## config.mk

```make
export PLATFORM = sky130hd
export DESIGN_NAME = ddr_read_arbiter
export DESIGN_NICKNAME = d
export VERILOG_FILES = /design/src/rtl/ddr_read_arbiter.sv
export SDC_FILE = /design/constraint.sdc
export NUM_CORES = 1
export LEC_CHECK = 0
export ABC_AREA = 1
export CORE_AREA = 5 5 136 138
export CTS_BUF_LIST = sky130_fd_sc_hd__clkbuf_16
export DETAILED_ROUTE_END_ITERATION = 7
export DIE_AREA = 0 0 141 143
export PLACE_DENSITY = 0.68
export REMOVE_ABC_BUFFERS = 1
export SLEW_MARGIN = 20
export SYNTH_ARGS = -nofsm -noshare
export SYNTH_HDL_FRONTEND = slang
export SYNTH_SLANG_ARGS = --single-unit
```

## constraint.sdc

```tcl
create_clock -name i_clk -period 1.7 [get_ports i_clk]
set_input_delay 0.425 -clock i_clk [delete_from_list [all_inputs] [get_ports i_clk]]
set_output_delay 0.425 -clock i_clk [all_outputs]
set_load 0.03 [all_outputs]
```

## src/rtl/ddr_read_arbiter.sv

```systemverilog
// Two-requester round-robin read arbiter in front of a DDR address FIFO.
// A tag queue remembers who issued each read so returning beats are routed back.
module ddr_read_arbiter #(
  parameter int TAG_DEPTH = 4,
  parameter int BEATS     = 2
) (
  input  logic         i_clk,
  input  logic         i_rst_n,
  input  logic         i_r0_valid,
  input  logic [30:0]  i_r0_addr,
  input  logic         i_r1_valid,
  input  logic [30:0]  i_r1_addr,
  output logic         o_r0_ack,
  output logic         o_r1_ack,
  input  logic         i_af_full,
  output logic         o_af_wr_en,
  output logic [30:0]  o_af_addr_din,
  input  logic         i_rdf_valid,
  input  logic [127:0] i_rdf_dout,
  output logic         o_rdf_rd_en,
  output logic [127:0] o_rd_data,
  output logic         o_r0_rd_valid,
  output logic         o_r1_rd_valid,
  output logic         o_busy,
  output logic         o_rdf_orphan
);

  localparam int PW = $clog2(TAG_DEPTH);
  localparam int BW = (BEATS > 1) ? $clog2(BEATS) : 1;

  typedef enum logic {IDLE, ISSUE} state_t;

  state_t                 r_state;
  logic [30:0]            r_addr;
  logic                   r_id;
  logic                   r_last;
  logic [TAG_DEPTH-1:0]   r_tags;
  logic [PW-1:0]          r_wptr;
  logic [PW-1:0]          r_rptr;
  logic [PW:0]            r_count;
  logic [BW-1:0]          r_beat;
  logic                   r_orphan;

  logic w_full;
  logic w_empty;
  logic w_winner;
  logic w_push;
  logic w_pop;
  logic w_head;

  assign w_full   = (r_count == (PW+1)'(TAG_DEPTH));
  assign w_empty  = (r_count == '0);
  // With both requesting, the one not granted last wins; otherwise the only one asking.
  assign w_winner = (i_r0_valid && i_r1_valid) ? ~r_last : i_r1_valid;
  assign w_head   = r_tags[r_rptr];

  assign o_af_wr_en    = (r_state == ISSUE) && !i_af_full;
  assign o_af_addr_din = r_addr;
  assign w_push        = o_af_wr_en;
  assign o_r0_ack      = w_push && !r_id;
  assign o_r1_ack      = w_push && r_id;

  assign o_rdf_rd_en   = i_rdf_valid && !w_empty;
  assign w_pop         = o_rdf_rd_en && (r_beat == BW'(BEATS-1));
  assign o_rd_data     = i_rdf_dout;
  assign o_r0_rd_valid = o_rdf_rd_en && !w_head;
  assign o_r1_rd_valid = o_rdf_rd_en && w_head;

  assign o_busy        = (r_state == ISSUE) || !w_empty;
  assign o_rdf_orphan  = r_orphan;

  always_ff @(posedge i_clk or negedge i_rst_n) begin
    if (!i_rst_n) begin
      r_state  <= IDLE;
      r_addr   <= '0;
      r_id     <= 1'b0;
      r_last   <= 1'b1;
      r_tags   <= '0;
      r_wptr   <= '0;
      r_rptr   <= '0;
      r_count  <= '0;
      r_beat   <= '0;
      r_orphan <= 1'b0;
    end else begin
      case (r_state)
        IDLE: begin
          if (!w_full && (i_r0_valid || i_r1_valid)) begin
            r_state <= ISSUE;
            r_id    <= w_winner;
            r_addr  <= w_winner ? i_r1_addr : i_r0_addr;
          end
        end
        ISSUE: begin
          if (!i_af_full) begin
            r_state <= IDLE;
            r_last  <= r_id;
          end
        end
        default: r_state <= IDLE;
      endcase

      if (w_push) begin
        r_tags[r_wptr] <= r_id;
        r_wptr         <= r_wptr + 1'b1;
      end

      if (o_rdf_rd_en) begin
        r_beat <= w_pop ? '0 : r_beat + 1'b1;
      end
      if (w_pop) begin
        r_rptr <= r_rptr + 1'b1;
      end

      case ({w_push, w_pop})
        2'b10:   r_count <= r_count + 1'b1;
        2'b01:   r_count <= r_count - 1'b1;
        default: r_count <= r_count;
      endcase

      // Data arriving with nothing outstanding means the DDR side and the tag queue disagree.
      if (i_rdf_valid && w_empty) begin
        r_orphan <= 1'b1;
      end
    end
  end

endmodule

```

Word level (Yosys, flattened, before mapping). Cells that the tools add are included. W data, S select, Z words.

Add/sub/neg operators: 5. Multiply operators: 0. Divide/modulo/power cells: 0. Order comparisons: 3. Equal/unequal tests: 3. Shift-type cells: 0. Muxes and demuxes: 12. Bitwise gates (word level): 3. Reduce and logical (&&, ||, !) cells: 22.

Operator list (count): $mux W31 (1); $logic_and A1 B1 Y1 (11); $lt A2 B3 Y1 const B (2); $mux W1 (6); $pmux W3 S2 (1); $logic_not A1 Y1 (5); $add A2 B1 Y2 const B (2); $bwmux W4 (1); $reduce_and A2 Y1 (2); $add A3 B1 Y3 const B (1); $eq A3 B3 Y1 const B (1); $logic_not A3 Y1 (1); $not A1 Y1 (3); $sub A3 B1 Y3 const B (1); $bmux W1 S2 (1); $demux W1 S2 (1); $eq A2 B1 Y1 const B (1); $eq A2 B2 Y1 const B (1); $ge A2 B1 Y1 const B (1); $logic_or A1 B1 Y1 (2); $pmux W1 S2 (1); $reduce_bool A2 Y1 (1); $add A1 B1 Y1 const B (1).

Bits in registers: 47. Latch bits: 0. Memory bits (writable): 0. Memory bits (read-only): 0. Input bits: 196. Output and inout bits: 167. Logic and storage cells: 58. Memories kept: 0.

Depth between registers and ports, before layout. Gate-level depths: netlist (run 1).

Word-level depth: 6. Gate-level depth with buffers: 12. Gate-level depth less buffers: 12.

Worst setup path after synthesis (run 1). Ideal clock, no wire load.

Path kind: input to register. From: input port i_af_full. To: register r_count[1]. Library setup time: 83 ps. Data arrival time: 1654 ps. Data required time: 1617 ps. Setup slack: -37 ps. Cell stages on the path: 6. Buffers on the path: 0. Path through: nor2_4 inv_1 ha_1 inv_1 fa_1 o21ai_0.

Longest elaborated chain between the ends: 4. Elaborated cells between the ends (all ways): 6. Those cells by class: eq/ne: 2; mux: 1; reduce/logical: 3.

Ends and longest elaborated chain: from (decl) (RTL line 15) `input logic i_af_full,`; $logic_not A1 Y1 *; $logic_and A1 B1 Y1 * (RTL line 57) `assign o_af_wr_en = (r_state == ISSUE) && !i_af_full;`; $eq A2 B1 Y1 or $eq A2 B2 Y1 (tied branches) (RTL line 114) `case ({w_push, w_pop})`; $pmux W3 S2 or $reduce_bool A2 Y1 (tied branches); to (signal assigned) (RTL line 115) `2'b10: r_count <= r_count + 1'b1;`; to (signal assigned) (RTL line 116) `2'b01: r_count <= r_count - 1'b1;`; to (signal assigned) (RTL line 117) `default: r_count <= r_count;`; to (decl) (RTL line 40) `logic [PW:0] r_count;`.

Every way passes the cells marked *; elsewhere a longest branch is shown, timed or not. A chain may end at the register's enable or synchronous reset.

Worst setup path in the final report (run 1).
From: register r_count[1]. To: output port o_rdf_rd_en.

Longest elaborated chain between the ends: 3.

Ends and longest elaborated chain: $logic_not A3 Y1 (RTL line 52) `assign w_empty = (r_count == '0);`; $logic_not A1 Y1 (RTL line 63) `assign o_rdf_rd_en = i_rdf_valid && !w_empty;`; $logic_and A1 B1 Y1 (RTL line 63); to (decl) (RTL line 20) `output logic o_rdf_rd_en,`.

No other way between the ends.

==> results of run 1 <==
[layer usage]
layer / global-route usage (%) / wire (um) / vias up
li1: - / - / 1327
met1: 11.20 / 4136 / 1250
met2: 48.71 / 14060 / 356
met3: 41.56 / 8984 / 51
met4: 13.62 / 1904 / 0
met5: 0.9569 / 0 / -
[path summary, 6_finish.rpt]
kind / start / end / slack (ps) / cells after the start
min reg2reg: o_af_addr_din[19] / o_af_addr_din[19] / 470 / 2
max reg2reg: r_count[2] / r_count[2] / 50 / 11
max in group asynchronous: i_rst_n / o_af_addr_din[5] / 1290 / 2
min in group i_clk: o_af_addr_din[19] / o_af_addr_din[19] / 470 / 2
max: r_count[1] / o_rdf_rd_en / -40 / 6
min: i_rst_n / r_tags[3] / 110 / 2
[worst max-delay path, stage by stage, from the launching register on]
cell and delay [ps]:
dfrtp_1 390, nor2_2 140, nand2_1 100, buf_6 140
nand2_8 80, inv_4 40, buf_12 130
[final cells by class]
cell class / count / area [um^2]
clock buffers: 5 / 125.1
clock inverters: 3 / 38.79
fillers: 1906 / 12800
inverters: 21 / 81.33
multi-input cells: 260 / 1216
flip-flops and latches: 47 / 1177
well taps: 225 / 281.5
repair buffers: 142 / 1340
[stage by stage]
stage | setup WS, ps | std cells | hold slack (ps)
after floorplan | -272.3 | 328 | 129.4
after global placement | -371.7 | 687 | 442.2
after detailed placement | -379.3 | 687 | 442.6
after CTS | -73.32 | 699 | 116.4
after global routing | -94.02 | 703 | 136.1
final | -43.92 | 703 | 113.6
[placed cells by master (no fill, tap or decap), types with 2 or more instances in the layout]
cell	count
buf_12	4
buf_2	2
buf_4	31
buf_6	7
clkbuf_16	5
clkdlybuf4s50_1	64
dfrtp_1	46
dlygate4sd2_1	34
ha_1	4
inv_1	15
inv_2	5
nand2_1	190
nand2_2	4
nand3_1	35
nand3_2	3
nand4_1	3
nor2_1	2
nor2_4	5
o21ai_0	5
[flip-flops by register name, summed over array words and instances, names as in the netlist, 2 cells and up]
register,flops
r_rptr,2
o_af_addr_din,31
r_count,3
r_wptr,2
r_tags,4
[power groups by stage]
| stage | sequential, mW | clock [mW] | combinational (mW) |
|---|---|---|---|
| after global routing | 2.05 | 1.24 | 4.47 |
| after CTS | 1.98 | 1.18 | 3.94 |
| final | 1.98 | 1.15 | 4.07 |
| after detailed placement | 2.00 | 0 | 3.98 |
| after global placement | 1.99 | 0 | 3.96 |
| after floorplan | 2.65 | 0 | 1.41 |
[synthesized netlist by cell type]
cell type	count
nand2_1	192
buf_4	130
dfrtp_1	46
nand3_1	37
inv_1	19
buf_2	10
o21ai_0	6
ha_1	5
nor2_1	5
nand2_2	3
nand4_1	3
buf_1	2
buf_6	2
inv_2	2
nor2_4	2
a21oi_1	1
a31o_2	1
dfstp_2	1
fa_1	1
nand3_2	1
nor2_2	1
xnor2_1	1
xor2_1	1
[repair_timing]
action	CTS	global route
gates cloned	0	0
gates resized for setup	53	16
pin swaps	4	7
setup buffers	4	4
setup endpoints to repair	41	8
[kinds of logic after synthesis]
family	Yosys count	synth area share, %
compound gates	8	1.267
buf+inv	165	32.83
flops	47	34.06
fa+ha+maj	6	2.389
simple gates	244	28.95
xor+xnor	2	0.5068
==> results.json, run 1 <==
{
  "synth_top_area_share_pct": 33.30,
  "nets": 679,
  "fin_area_mm2": 0.004260,
  "slew_violations": 0,
  "place_congestion": 1.165,
  "drc_errors": 0,
  "relSlewSlack_pct": 74.66,
  "timing.fmax_mhz": 573.4,
  "area_growth_pct": 23.24,
  "hold_viol": 0,
  "drtIter0Drc": 132,
  "p_total_mw": 7.201,
  "fin_crit_sh_pct": 102.6,
  "p_comb_share_pct": 56.5,
  "cts_root_buffer": "clkbuf_16",
  "dieArea_mm2": 0.02016,
  "drive_gt1_share_pct": 16.11,
  "p_leak_nw": 2.198,
  "setup_viol": 3,
  "numPortBuffers": 106,
  "vias": 2984,
  "p_sw_share_pct": 45.27,
  "postCtsHoldBufs": 0,
  "switchingPower_mw": 3.260,
  "ir_worst_vdd_uv": 781.6,
  "clkTransAtPathRegs_ps": 70,
  "critPathRequiredTime_ps": 1270,
  "insertion_delay_ps": 300,
  "coreArea_mm2": 0.01706,
  "synth_area_leaders": "dfrtp_1, buf_4, nand2_1",
  "cts_tree": "built",
  "clockBufferDepth": 2,
  "max_cap_violations": 0,
  "cp-end-kind": "primary output",
  "die_h_um": 143,
  "netlist_area_mm2": 0.003457,
  "io_pins": 363,
  "cts.sinks": 47,
  "h-tree-depth": 2,
  "seqPwrFrac_pct": 27.6,
  "ys_seq_elements": 47,
  "wl_per_cell_um": 41.37,
  "rsz0062_at_grt": "true",
  "synth_cell_types": 23,
  "placed_cell_area_mm2": 0.003984,
  "setup-tns-final_ps": -128.5,
  "firstDrtPassIters": 4,
  "arrival_ps": 1320,
  "status": "complete, but fails checks",
  "grt_use_total_pct": 28.10,
  "antenna_found_initial": 0,
  "fin_skew_ps": 7.145,
  "fin_util_pct": 24.98,
  "min_path_type": "in -> async",
  "numCtsBuffers": 5,
  "clockPowerShare_pct": 15.9,
  "die_w_um": 141,
  "avgSynthCellArea_um2": 7.324,
  "post-route-min-period_ps": 1744,
  "grt_pass1_vias": 2746,
  "grt_first_pass_wirelength_um": 34900,
  "ys_seq_area_share_pct": 34.06,
  "drt-total-wl_um": 29080,
  "gr-total-overflow": 0,
  "start_util_pct": 20.27,
  "crit_type": "reg -> out",
  "intPower_mw": 3.941,
  "diodes": 0,
  "dp_hpwl_um": 27110,
  "grt_max_degree": 26,
  "synth_warnings": 0,
  "path_max_fanout": 4,
  "power_density_mw_per_mm2": 1690,
  "num_rows": 48,
  "drt.antenna.violating_nets": 0,
  "netlist_instances": 472,
  "violations": "negative setup slack",
  "viasPerCell": 4.245,
  "worst_pin_slew_ps": 381.7,
  "yosysTopAreaCell": "dfrtp_1",
  "setup_ws_ps": -43.92,
  "cp-start-kind": "flip-flop"
}
No activity file was read; power rests on OpenSTA's default activity.
==> run 2, diff against run 1 <==
--- a/config.mk
+++ b/config.mk
@@ -6,11 +6,11 @@
 export NUM_CORES = 1
 export LEC_CHECK = 0
 export ABC_AREA = 1
-export CORE_AREA = 5 5 136 138
+export CORE_AREA = 2 2 141 143
 export CTS_BUF_LIST = sky130_fd_sc_hd__clkbuf_16
 export DETAILED_ROUTE_END_ITERATION = 7
-export DIE_AREA = 0 0 141 143
-export PLACE_DENSITY = 0.68
+export DIE_AREA = 0 0 143 145
+export PLACE_DENSITY = 0.62
 export REMOVE_ABC_BUFFERS = 1
 export SLEW_MARGIN = 20
 export SYNTH_ARGS = -nofsm -noshare
==> run 2 against run 1 <==
The flow still finishes with violations (negative setup slack). Utilization down 2.7 points. Combinational power hardly changed. Worst hold slack got worse by 9.4 ps.
==> results.json, run 2 (same netlist as run 1, synthesis figures left out) <==
{
  "rsz0062_at_grt": "true",
  "power_density_mw_per_mm2": 1649,
  "violations": "negative setup slack",
  "p_leak_nw": 2.176,
  "antenna_found_initial": 0,
  "grt_use_total_pct": 27.22,
  "coreArea_mm2": 0.01921,
  "cp-start-kind": "flip-flop",
  "slowest_delay_ps": 410,
  "cts_root_buffer": "clkbuf_16",
  "cp_num_cells": 6,
  "drt-total-wl_um": 28540,
  "die_h_um": 145,
  "critPathRequiredTime_ps": 1270,
  "clockPowerShare_pct": 14.2,
  "gr-total-overflow": 0,
  "largest_reg_flops": 31,
  "drive_gt1_share_pct": 16.07,
  "post-route-min-period_ps": 1739,
  "worst_pin_slew_ps": 392.0,
  "setup_ws_ps": -39.21,
  "cp_cell_sequence": "nor2_4, nand2_2, buf_6, nand2_8, a21oi_2, buf_6",
  "drtIter0Drc": 112,
  "slew_violations": 0,
  "relSlewSlack_pct": 73.97,
  "dpl_worst_slack_ps": -424.1,
  "grt_max_degree": 48,
  "numPortBuffers": 106,
  "drt.antenna.violating_nets": 0,
  "path_max_fanout": 4,
  "die_w_um": 143,
  "vias": 3016,
  "p_sw_share_pct": 46.25,
  "status": "complete, but fails checks",
  "place_congestion": 1.043,
  "insertion_delay_ps": 300,
  "r2r_cells": 8,
  "diodes": 0,
  "crit_type": "reg -> out",
  "seqPwrFrac_pct": 28.3,
  "max_cap_violations": 0,
  "worst-path-buf-inv": 2,
  "timing.fmax_mhz": 575.0,
  "crit_top_cell": "buf_6",
  "cts_tree": "built",
  "fin_skew_ps": 5.028,
  "firstDrtPassIters": 4,
  "area_growth_pct": 23.85,
  "start_util_pct": 18.00,
  "ir_worst_vdd_uv": 416.7,
  "viasPerCell": 4.087,
  "clockBufferDepth": 2,
  "clkTransAtPathRegs_ps": 70,
  "p_comb_share_pct": 57.5,
  "cts.sinks": 47,
  "num_rows": 51,
  "dp_hpwl_um": 26120,
  "holdWs_ps": 104.2,
  "nets": 674,
  "final_cell_mix": "nand2_1, clkdlybuf4s50_1, dfrtp_1",
  "fin_crit_sh_pct": 102.3,
  "switchingPower_mw": 3.266,
  "hold_viol": 0,
  "numCtsBuffers": 5,
  "arrival_ps": 1310,
  "drc_errors": 0,
  "critPathTopFamily": "flip-flops",
  "cp_slowest_cell": "dfrtp_1",
  "setup_viol": 3,
  "dieArea_mm2": 0.02074,
  "final_common_cell": "nand2_1",
  "wl_per_cell_um": 38.67,
  "min_path_type": "in -> async",
  "grt_pass1_vias": 2854,
  "io_pins": 363,
  "postCtsHoldBufs": 0,
  "h-tree-depth": 2,
  "cp-end-kind": "primary output",
  "grt_first_pass_wirelength_um": 34760,
  "intPower_mw": 3.796
}
==> run 2: cell types whose count changed in the layout (fill, tap and decap cells not counted), sizes merged <==
cell | before | now
inv | 21 | 23
clkinv | 2 | 1
dlygate4sd2 | 34 | 32
buf | 44 | 39
bufinv | 1 | 0
clkdlybuf4s15 | 0 | 2
==> run 2: metrics by stage <==
| step | TNS [ps] | util (%) | cell area, um^2 | power [mW] | std cells |
|---|---|---|---|---|---|
| finish | -103.2 | 22.29 | 4282 | 7.062 | 738 |
| global route | -223.9 | 22.29 | 4282 | 7.582 | 738 |
| CTS | -259.8 | 21.95 | 4217 | 7.002 | 736 |
| detailed placement | -6883 | 21.08 | 4049 | 6.050 | 726 |
| global placement | -7074 | 21.08 | 4049 | 6.039 | 726 |
| floorplan | -8738 | - | 2401 | 4.060 | 328 |
==> run 2: layout make-up <==
cell class | count | area (um^2)
Sequential cell | 47 | 1179
Tap cell | 265 | 331.6
Inverter | 21 | 83.83
Clock buffer | 5 | 125.1
Clock inverter | 3 | 12.51
Fill cell | 2140 | 14930
Timing Repair Buffer | 137 | 1326
Multi-Input combinational cell | 260 | 1224
==> run 2: routing by layer <==
metal,GRT usage (%),vias to the layer above,wire (um)
li1,-,1315,-
met1,11.55,1300,4169
met3,40.07,48,9029
met4,13.86,0,1958
met5,0,-,0
met2,45.33,353,13390
==> run 2: final timing paths <==
check	endpoint	start	slack [ps]
worst max register to register	r_count[1]	r_count[1]	70
worst min register to register	o_af_addr_din[10]	o_af_addr_din[10]	470
worst max-delay path	o_r0_rd_valid	r_count[1]	-40
worst min-delay path	r_rptr[1]	i_rst_n	100
min in group i_clk	o_af_addr_din[10]	o_af_addr_din[10]	470
max in group asynchronous	r_last	i_rst_n	1320
==> run 2: timing repair <==
action / CTS / global route
pin swaps: 4 / 4
setup buffers: 2 / 2
gates resized for setup: 54 / 16
endpoints found under the setup margin: 40 / 8
gates cloned: 0 / 0
==> run 2: worst register-to-register path, cell delays in order (launching register included) <==
cell,delay (ps)
dfrtp_1,410
nor2_4,150
nand2_2,70
nand3_1,90
inv_1,80
ha_4,160
inv_2,60
fa_2,430
o21ai_2,110
==> run 2: power groups by stage <==
| stage | sequential [mW] | combinational [mW] | clock, mW |
|---|---|---|---|
| 5_1_grt | 2.06 | 4.44 | 1.08 |
| 6_report | 2.00 | 4.06 | 1.00 |
| 3_5_place_dp | 1.99 | 4.06 | 0 |
| 3_3_place_gp | 1.99 | 4.05 | 0 |
| 4_1_cts | 1.98 | 3.98 | 1.05 |
| 2_1_floorplan | 2.65 | 1.41 | 0 |
